[config.mk]
export PLATFORM = sky130hd
export DESIGN_NAME = laser_timer_param_flat
export DESIGN_NICKNAME = d
export VERILOG_FILES = /design/src/rtl/laser_timer_pkg.sv /design/src/rtl/laser_timer_if.sv /design/src/rtl/laser_timer_param.sv /design/src/flat_wrapper.sv
export SDC_FILE = /design/constraint.sdc
export NUM_CORES = 1
export LEC_CHECK = 0
export ABC_AREA = 1
export CORE_MARGIN = 2
export CORE_UTILIZATION = 58
export DETAILED_ROUTE_END_ITERATION = 10
export HOLD_SLACK_MARGIN = 0.15
export PLACE_DENSITY = 0.89
export SLEW_MARGIN = 10
export SYNTH_ARGS = -nofsm -noshare
export SYNTH_HDL_FRONTEND = slang
export SYNTH_SLANG_ARGS = --single-unit
[constraint.sdc]
create_clock -name Clk -period 4 [get_ports Clk]
set_input_delay 0.6 -clock Clk [delete_from_list [all_inputs] [get_ports Clk]]
set_output_delay 0.6 -clock Clk [all_outputs]
set_load 0.005 [all_outputs]
[src/rtl/laser_timer_pkg.sv]
// Shared constants for the parametrised laser pulse timer.
// State encoding and power-on configuration defaults.
package laser_timer_pkg;

    localparam int unsigned LT_CNT_W    = 8;
    localparam int unsigned LT_DEF_DUR  = 3;
    localparam int unsigned LT_DEF_COOL = 0;

    localparam logic [1:0] S_IDLE = 2'd0;
    localparam logic [1:0] S_ON   = 2'd1;
    localparam logic [1:0] S_COOL = 2'd2;

endpackage

[src/rtl/laser_timer_if.sv]
// Trigger, config and laser-enable bundle for the laser timer.
// Master drives trigger/config; slave (the timer) drives status.
interface laser_timer_if
    import laser_timer_pkg::*;
#(
    parameter int unsigned CNT_W = LT_CNT_W
);

    logic             B;
    logic             Abort;
    logic             Retrig;
    logic             Load;
    logic [CNT_W-1:0] Dur;
    logic [CNT_W-1:0] Cool;
    logic             X;
    logic             Busy;
    logic [CNT_W-1:0] Remaining;

    modport master (
        output B, Abort, Retrig, Load, Dur, Cool,
        input  X, Busy, Remaining
    );

    modport slave (
        input  B, Abort, Retrig, Load, Dur, Cool,
        output X, Busy, Remaining
    );

endinterface

[src/rtl/laser_timer_param.sv]
// Laser enable pulse timer with retrigger, cooldown lockout and abort.
// One counter serves both the pulse and the cooldown phase.
module laser_timer_param
    import laser_timer_pkg::*;
#(
    parameter int unsigned CNT_W    = LT_CNT_W,
    parameter int unsigned DEF_DUR  = LT_DEF_DUR,
    parameter int unsigned DEF_COOL = LT_DEF_COOL
) (
    input  logic          Clk,
    input  logic          Rst,
    laser_timer_if.slave  bus
);

    localparam logic [CNT_W-1:0] ONE = CNT_W'(1);

    logic [1:0]       state_q, state_d;
    logic [CNT_W-1:0] cnt_q, cnt_d;
    logic [CNT_W-1:0] dur_q, dur_d;
    logic [CNT_W-1:0] cool_q, cool_d;
    logic             x_q, x_d;
    logic             busy_q, busy_d;
    logic [CNT_W-1:0] rem_q, rem_d;

    logic [CNT_W-1:0] deff_m1;
    logic [CNT_W-1:0] end_cnt;
    logic [1:0]       end_state;

    // Dur of 0 behaves as 1, so the reload value never underflows.
    assign deff_m1   = (dur_q == '0) ? '0 : dur_q - ONE;
    assign end_state = (cool_q != '0) ? S_COOL : S_IDLE;
    assign end_cnt   = (cool_q != '0) ? cool_q - ONE : '0;

    always_comb begin
        state_d = state_q;
        cnt_d   = cnt_q;
        dur_d   = dur_q;
        cool_d  = cool_q;
        x_d     = x_q;
        case (state_q)
            S_IDLE: begin
                if (bus.Load) begin
                    dur_d  = bus.Dur;
                    cool_d = bus.Cool;
                end
                if (bus.B && !bus.Abort) begin
                    state_d = S_ON;
                    x_d     = 1'b1;
                    cnt_d   = deff_m1;
                end
            end
            S_ON: begin
                if (bus.Abort || (!(bus.Retrig && bus.B) && cnt_q == '0)) begin
                    x_d     = 1'b0;
                    state_d = end_state;
                    cnt_d   = end_cnt;
                end else if (bus.Retrig && bus.B) begin
                    cnt_d = deff_m1;
                end else begin
                    cnt_d = cnt_q - ONE;
                end
            end
            S_COOL: begin
                if (cnt_q == '0) begin
                    state_d = S_IDLE;
                end else begin
                    cnt_d = cnt_q - ONE;
                end
            end
            default: begin
                state_d = S_IDLE;
                cnt_d   = '0;
                x_d     = 1'b0;
            end
        endcase
        busy_d = (state_d != S_IDLE);
        rem_d  = (state_d == S_ON) ? cnt_d : '0;
    end

    always_ff @(posedge Clk) begin
        if (!Rst) begin
            state_q <= S_IDLE;
            cnt_q   <= '0;
            dur_q   <= CNT_W'(DEF_DUR);
            cool_q  <= CNT_W'(DEF_COOL);
            x_q     <= 1'b0;
            busy_q  <= 1'b0;
            rem_q   <= '0;
        end else begin
            state_q <= state_d;
            cnt_q   <= cnt_d;
            dur_q   <= dur_d;
            cool_q  <= cool_d;
            x_q     <= x_d;
            busy_q  <= busy_d;
            rem_q   <= rem_d;
        end
    end

    assign bus.X         = x_q;
    assign bus.Busy      = busy_q;
    assign bus.Remaining = rem_q;

endmodule

[src/flat_wrapper.sv]
// flat-port wrapper written by rule: the top's interface ports become plain ports
module laser_timer_param_flat import laser_timer_pkg::*;
#(
    parameter int unsigned CNT_W    = LT_CNT_W,
    parameter int unsigned DEF_DUR  = LT_DEF_DUR,
    parameter int unsigned DEF_COOL = LT_DEF_COOL
)
  (Clk, Rst, bus_B, bus_Abort, bus_Retrig, bus_Load, bus_Dur, bus_Cool, bus_X, bus_Busy, bus_Remaining);
  laser_timer_if #(.CNT_W(CNT_W)) bus_i ();
  input  logic Clk;
  input  logic Rst;
  input wire logic [$bits(bus_i.B)-1:0] bus_B;
  input wire logic [$bits(bus_i.Abort)-1:0] bus_Abort;
  input wire logic [$bits(bus_i.Retrig)-1:0] bus_Retrig;
  input wire logic [$bits(bus_i.Load)-1:0] bus_Load;
  input wire logic [$bits(bus_i.Dur)-1:0] bus_Dur;
  input wire logic [$bits(bus_i.Cool)-1:0] bus_Cool;
  output wire logic [$bits(bus_i.X)-1:0] bus_X;
  output wire logic [$bits(bus_i.Busy)-1:0] bus_Busy;
  output wire logic [$bits(bus_i.Remaining)-1:0] bus_Remaining;
  assign bus_i.B = bus_B;
  assign bus_i.Abort = bus_Abort;
  assign bus_i.Retrig = bus_Retrig;
  assign bus_i.Load = bus_Load;
  assign bus_i.Dur = bus_Dur;
  assign bus_i.Cool = bus_Cool;
  assign bus_X = bus_i.X;
  assign bus_Busy = bus_i.Busy;
  assign bus_Remaining = bus_i.Remaining;
  laser_timer_param #(.CNT_W(CNT_W), .DEF_DUR(DEF_DUR), .DEF_COOL(DEF_COOL)) u_core (.Clk(Clk), .Rst(Rst), .bus(bus_i));
endmodule
==> tab_implementation.tex <==
\begin{tabular}{lr}
\hline
Metric & Value \\
\hline
\multicolumn{2}{l}{\textbf{Setup path}} \\
\quad Kind of start point of the critical path & input port \\
\quad Critical Setup Path Class & in -> reg \\
\quad Highest net fanout along the worst path & 19 \\
\quad Category of cells accounting for the largest share of critical-path delay & buffers and inverters \\
\quad Crit path arrival time & 2380 ps \\
\quad Worst flop-to-flop path startpoint & u\_core.cnt\_q[0] \\
\quad Crit-path slowest cell & sky130\_fd\_sc\_hd\_\_clkdlybuf4s50\_1 \\
\quad Crit path capture type & register \\
\quad Cell-by-cell trace of the critical path & clkdlybuf4s50\_1, clkinv\_1, a21oi\_4, inv\_2, a21oi\_1 \\
\quad Required time reported for the critical path endpoint & 4280 ps \\
\quad Reg-to-reg setup timing slack & 2170 ps \\
\quad Buffering stage count on the worst path with inverters included & 3 \\
\quad Critical path's largest stage delay & 830 ps \\
\quad Startpoint of the worst setup timing path & Rst \\
\multicolumn{2}{l}{\textbf{STA}} \\
\quad Final critical path time including I/O delays and setup & 2110 ps \\
\quad Setup Viol. Count Final & 0 \\
\quad Sum of negative setup slack & 0 ps \\
\quad Worst-case hold slack & 499 ps \\
\quad Least-Margin Pin Slew & 746 ps \\
\quad Clock skew & 9.14 ps \\
\quad Number of hold violations in the final report & 0 \\
\quad Maximum clock rate & 475 MHz \\
\quad Count of pins over their slew limit & 0 \\
\quad Setup slack of the critical path after layout & 1890 ps \\
\quad RSZ-0062 raised after global routing & false \\
\quad Worst max-slew margin expressed relative to the limit & 50.2\% \\
\quad Final cycle utilization of the critical path & 52.6\% \\
\multicolumn{2}{l}{\textbf{Floorplan}} \\
\quad Vertical die dimension & 63.7 um \\
\quad Number of ports placed on the die boundary & 32 \\
\quad Horizontal die dimension & 63.7 um \\
\quad Starting density of the core & 61.0\% \\
\quad Area enclosed by the die boundary & 4060 um2 \\
\quad Core footprint & 3390 um2 \\
\quad Std cell rows & 21 \\
\multicolumn{2}{l}{\textbf{CTS}} \\
\quad Number of buffers inserted for hold repair after clock tree synthesis & 0 \\
\quad Worst skew pair latency & 350 ps \\
\quad Number of cells upsized or downsized after cts & 0 \\
\quad Clock buffers created by TritonCTS & 5 \\
\quad Post-CTS clock slew at the launch and capture registers of the worst setup and hold paths & 110 ps \\
\quad CTS H-tree lvls & 2 \\
\quad Clk buf depth & 2 \\
\quad Clock sink count & 36 \\
\quad Setup fix buffers added after clock tree synthesis & 0 \\
\quad Clock tree from TritonCTS & done \\
\quad Cell at the root of the clock tree & sky130\_fd\_sc\_hd\_\_clkbuf\_4 \\
\multicolumn{2}{l}{\textbf{Cells and area}} \\
\quad Commonest non-fill, non-tap cell in the layout & sky130\_fd\_sc\_hd\_\_nand2\_1 \\
\quad Utilization after layout & 72.9\% \\
\quad Fraction of layout cells with a size suffix above 1 & 5.17\% \\
\quad Finished Layout Cells & 394 \\
\quad Post-layout net count & 375 \\
\quad Most used cells in the layout excluding fill and tap cells & sky130\_fd\_sc\_hd\_\_nand2\_1 (63), sky130\_fd\_sc\_hd\_\_nor2\_1 (41), sky130\_fd\_sc\_hd\_\_inv\_1 (39) \\
\quad Antenna fix cells & 0 \\
\quad Number of fillers in the final layout & 269 \\
\quad Area added between synthesis and finish & 19.5\% \\
\multicolumn{2}{l}{\textbf{Routing}} \\
\quad DR pass1 iterations & 5 \\
\quad Via count of the routed design & 2156 \\
\quad Via-to-Cell Ratio & 5.47 \\
\quad Post-detailed-route count of antenna-violating nets & 0 \\
\quad Initial DRC count & 115 \\
\quad Per-cell routed wire length & 12.9 um \\
\quad Number of remaining DRC errors & 0 \\
\quad Final routed wirelength across all metal layers & 5080 um \\
\multicolumn{2}{l}{\textbf{Synthesis}} \\
\quad Distinct cell type count after synthesis & 26 \\
\quad Instance count of the mapped netlist & 315 \\
\quad Fraction of the yosys area taken by sequential cells & 34.8\% \\
\quad Synthesized netlist net count & 343 \\
\quad Number of register bits inferred by synthesis & 36 \\
\quad Synthesized cell area & 2070 um2 \\
\quad Ys Warns & 0 \\
\quad Mean area per synthesized cell & 6.57 um2 \\
\multicolumn{2}{l}{\textbf{Min path}} \\
\quad Min-delay worst type & reg -> reg \\
\quad Source of the worst hold timing path & u\_core.dur\_q[7] \\
\multicolumn{2}{l}{\textbf{GRT}} \\
\quad Largest net degree at the start of global routing & 29 \\
\quad Met2 Use GR & 46.8\% \\
\quad First-pass GRT wire length & 8830 um \\
\quad Number of antenna violations at the first check in global routing & 0 \\
\quad Most Used Layer, Global Route & met2 \\
\quad Vias in the first global route & 1976 \\
\quad Residual overflow from global routing & 0 \\
\quad Met3 track utilization from global routing & 5.54\% \\
\quad Total global routing track utilization & 27.5\% \\
\quad Met1 track utilization from global routing & 35.0\% \\
\multicolumn{2}{l}{\textbf{Placed design}} \\
\quad Routability-driven placement congestion ratio & 0.947 \\
\quad Post-placement worst setup slack & 1530 ps \\
\quad Placed Cells incl. Taps & 386 \\
\quad Sum of net half-perimeters after detailed placement & 3980 um \\
\quad Total of buffers placed on input and output ports & 31 \\
\multicolumn{2}{l}{\textbf{Power and ir drop}} \\
\quad Worst-case vdd ir drop & 0.000346 V \\
\quad Leak & 0.00110 uW \\
\quad Pwr Density & 403 nW/um2 \\
\multicolumn{2}{l}{\textbf{Outcome}} \\
\quad Outcome & finished, final reports clean \\
\multicolumn{2}{l}{\textbf{Job}} \\
\quad Max-cap violation count & 0 \\
\hline
\end{tabular}
## registers in the layout (all words and copies together) (netlist names)
| signal | flops |
|---|---|
| u_core.state_q | 2 |
| u_core.cnt_q | 8 |
| u_core.cool_q | 8 |
| u_core.bus.Remaining | 8 |
| u_core.dur_q | 8 |
| u_core.bus.Busy | 1 |
| u_core.bus.X | 1 |
## Yosys cell counts, drive strengths merged
cell	instances	area [um2]
clkbuf	4	15.0
a21oi	34	193
ha	6	75.1
clkinv	1	3.75
buf	2	11.3
o211ai	3	22.5
nand3	24	120
inv	40	150
o21ai	35	175
nand2	67	267
nand3b	1	7.51
dfxtp	36	721
xor2	7	61.3
o22ai	1	6.26
xnor2	1	8.76
nor2	45	184
nor3	2	10.0
nand4	6	37.5
## worst paths after layout
kind / end / depth (start not counted)
setup reg to reg: u_core.cnt_q[1] / 10
hold / removal: u_core.dur_q[7] / 2
setup / recovery: u_core.bus.Remaining[6] / 5
hold reg to reg: u_core.dur_q[7] / 2
## area by class of cell
class,instances,area (um2),share of cell area (%)
Timing Repair Buffer,31,310,12.6
Multi-Input combinational cell,232,1170,47.2
Sequential cell,36,721,29.1
Tap cell,46,57.6,2.33
Clock buffer,7,55.1,2.23
Inverter,41,154,6.22
Clock inverter,1,7.51,0.304
## per-stage QoR
stage	area [um2]	power, uW
floorplan	2070	687
global placement	2410	778
detailed placement	2410	786
CTS	2470	988
global route	2470	1060
finish	2470	996
## report_power, final
part,internal (uW),leakage (uW),switching [uW]
logic,134,0.000770,232
clock network,86.0,0.0000315,123
registers,393,0.000296,27.2
## metal layers
| layer | vias up | routed length (um) |
|---|---|---|
| met5 | - | 0 |
| met2 | 81 | 2460 |
| met3 | 9 | 307 |
| met4 | 0 | 80 |
| li1 | 1091 | - |
| met1 | 975 | 2240 |
## worst min-delay path: cells and delay by family, from the launching register on
family	cells	cell delay, ps
compound gates	1	50
buf+inv	1	70
flops	1	350
## cell families (layout without fill, tap and decap cells)
group                      after synthesis  after routing  synth area share [%]
and+or+nand+nor                        145            145                  30.2
adders and majority gates                6              6                  3.63
buffers and inverters                   47             80                  8.71
AOI/OAI and AO/OA                       73             73                  19.2
DFF                                     36             36                  34.8
xor gates and xnor gates                 8              8                  3.39
Power figures use the tool's default switching activity.
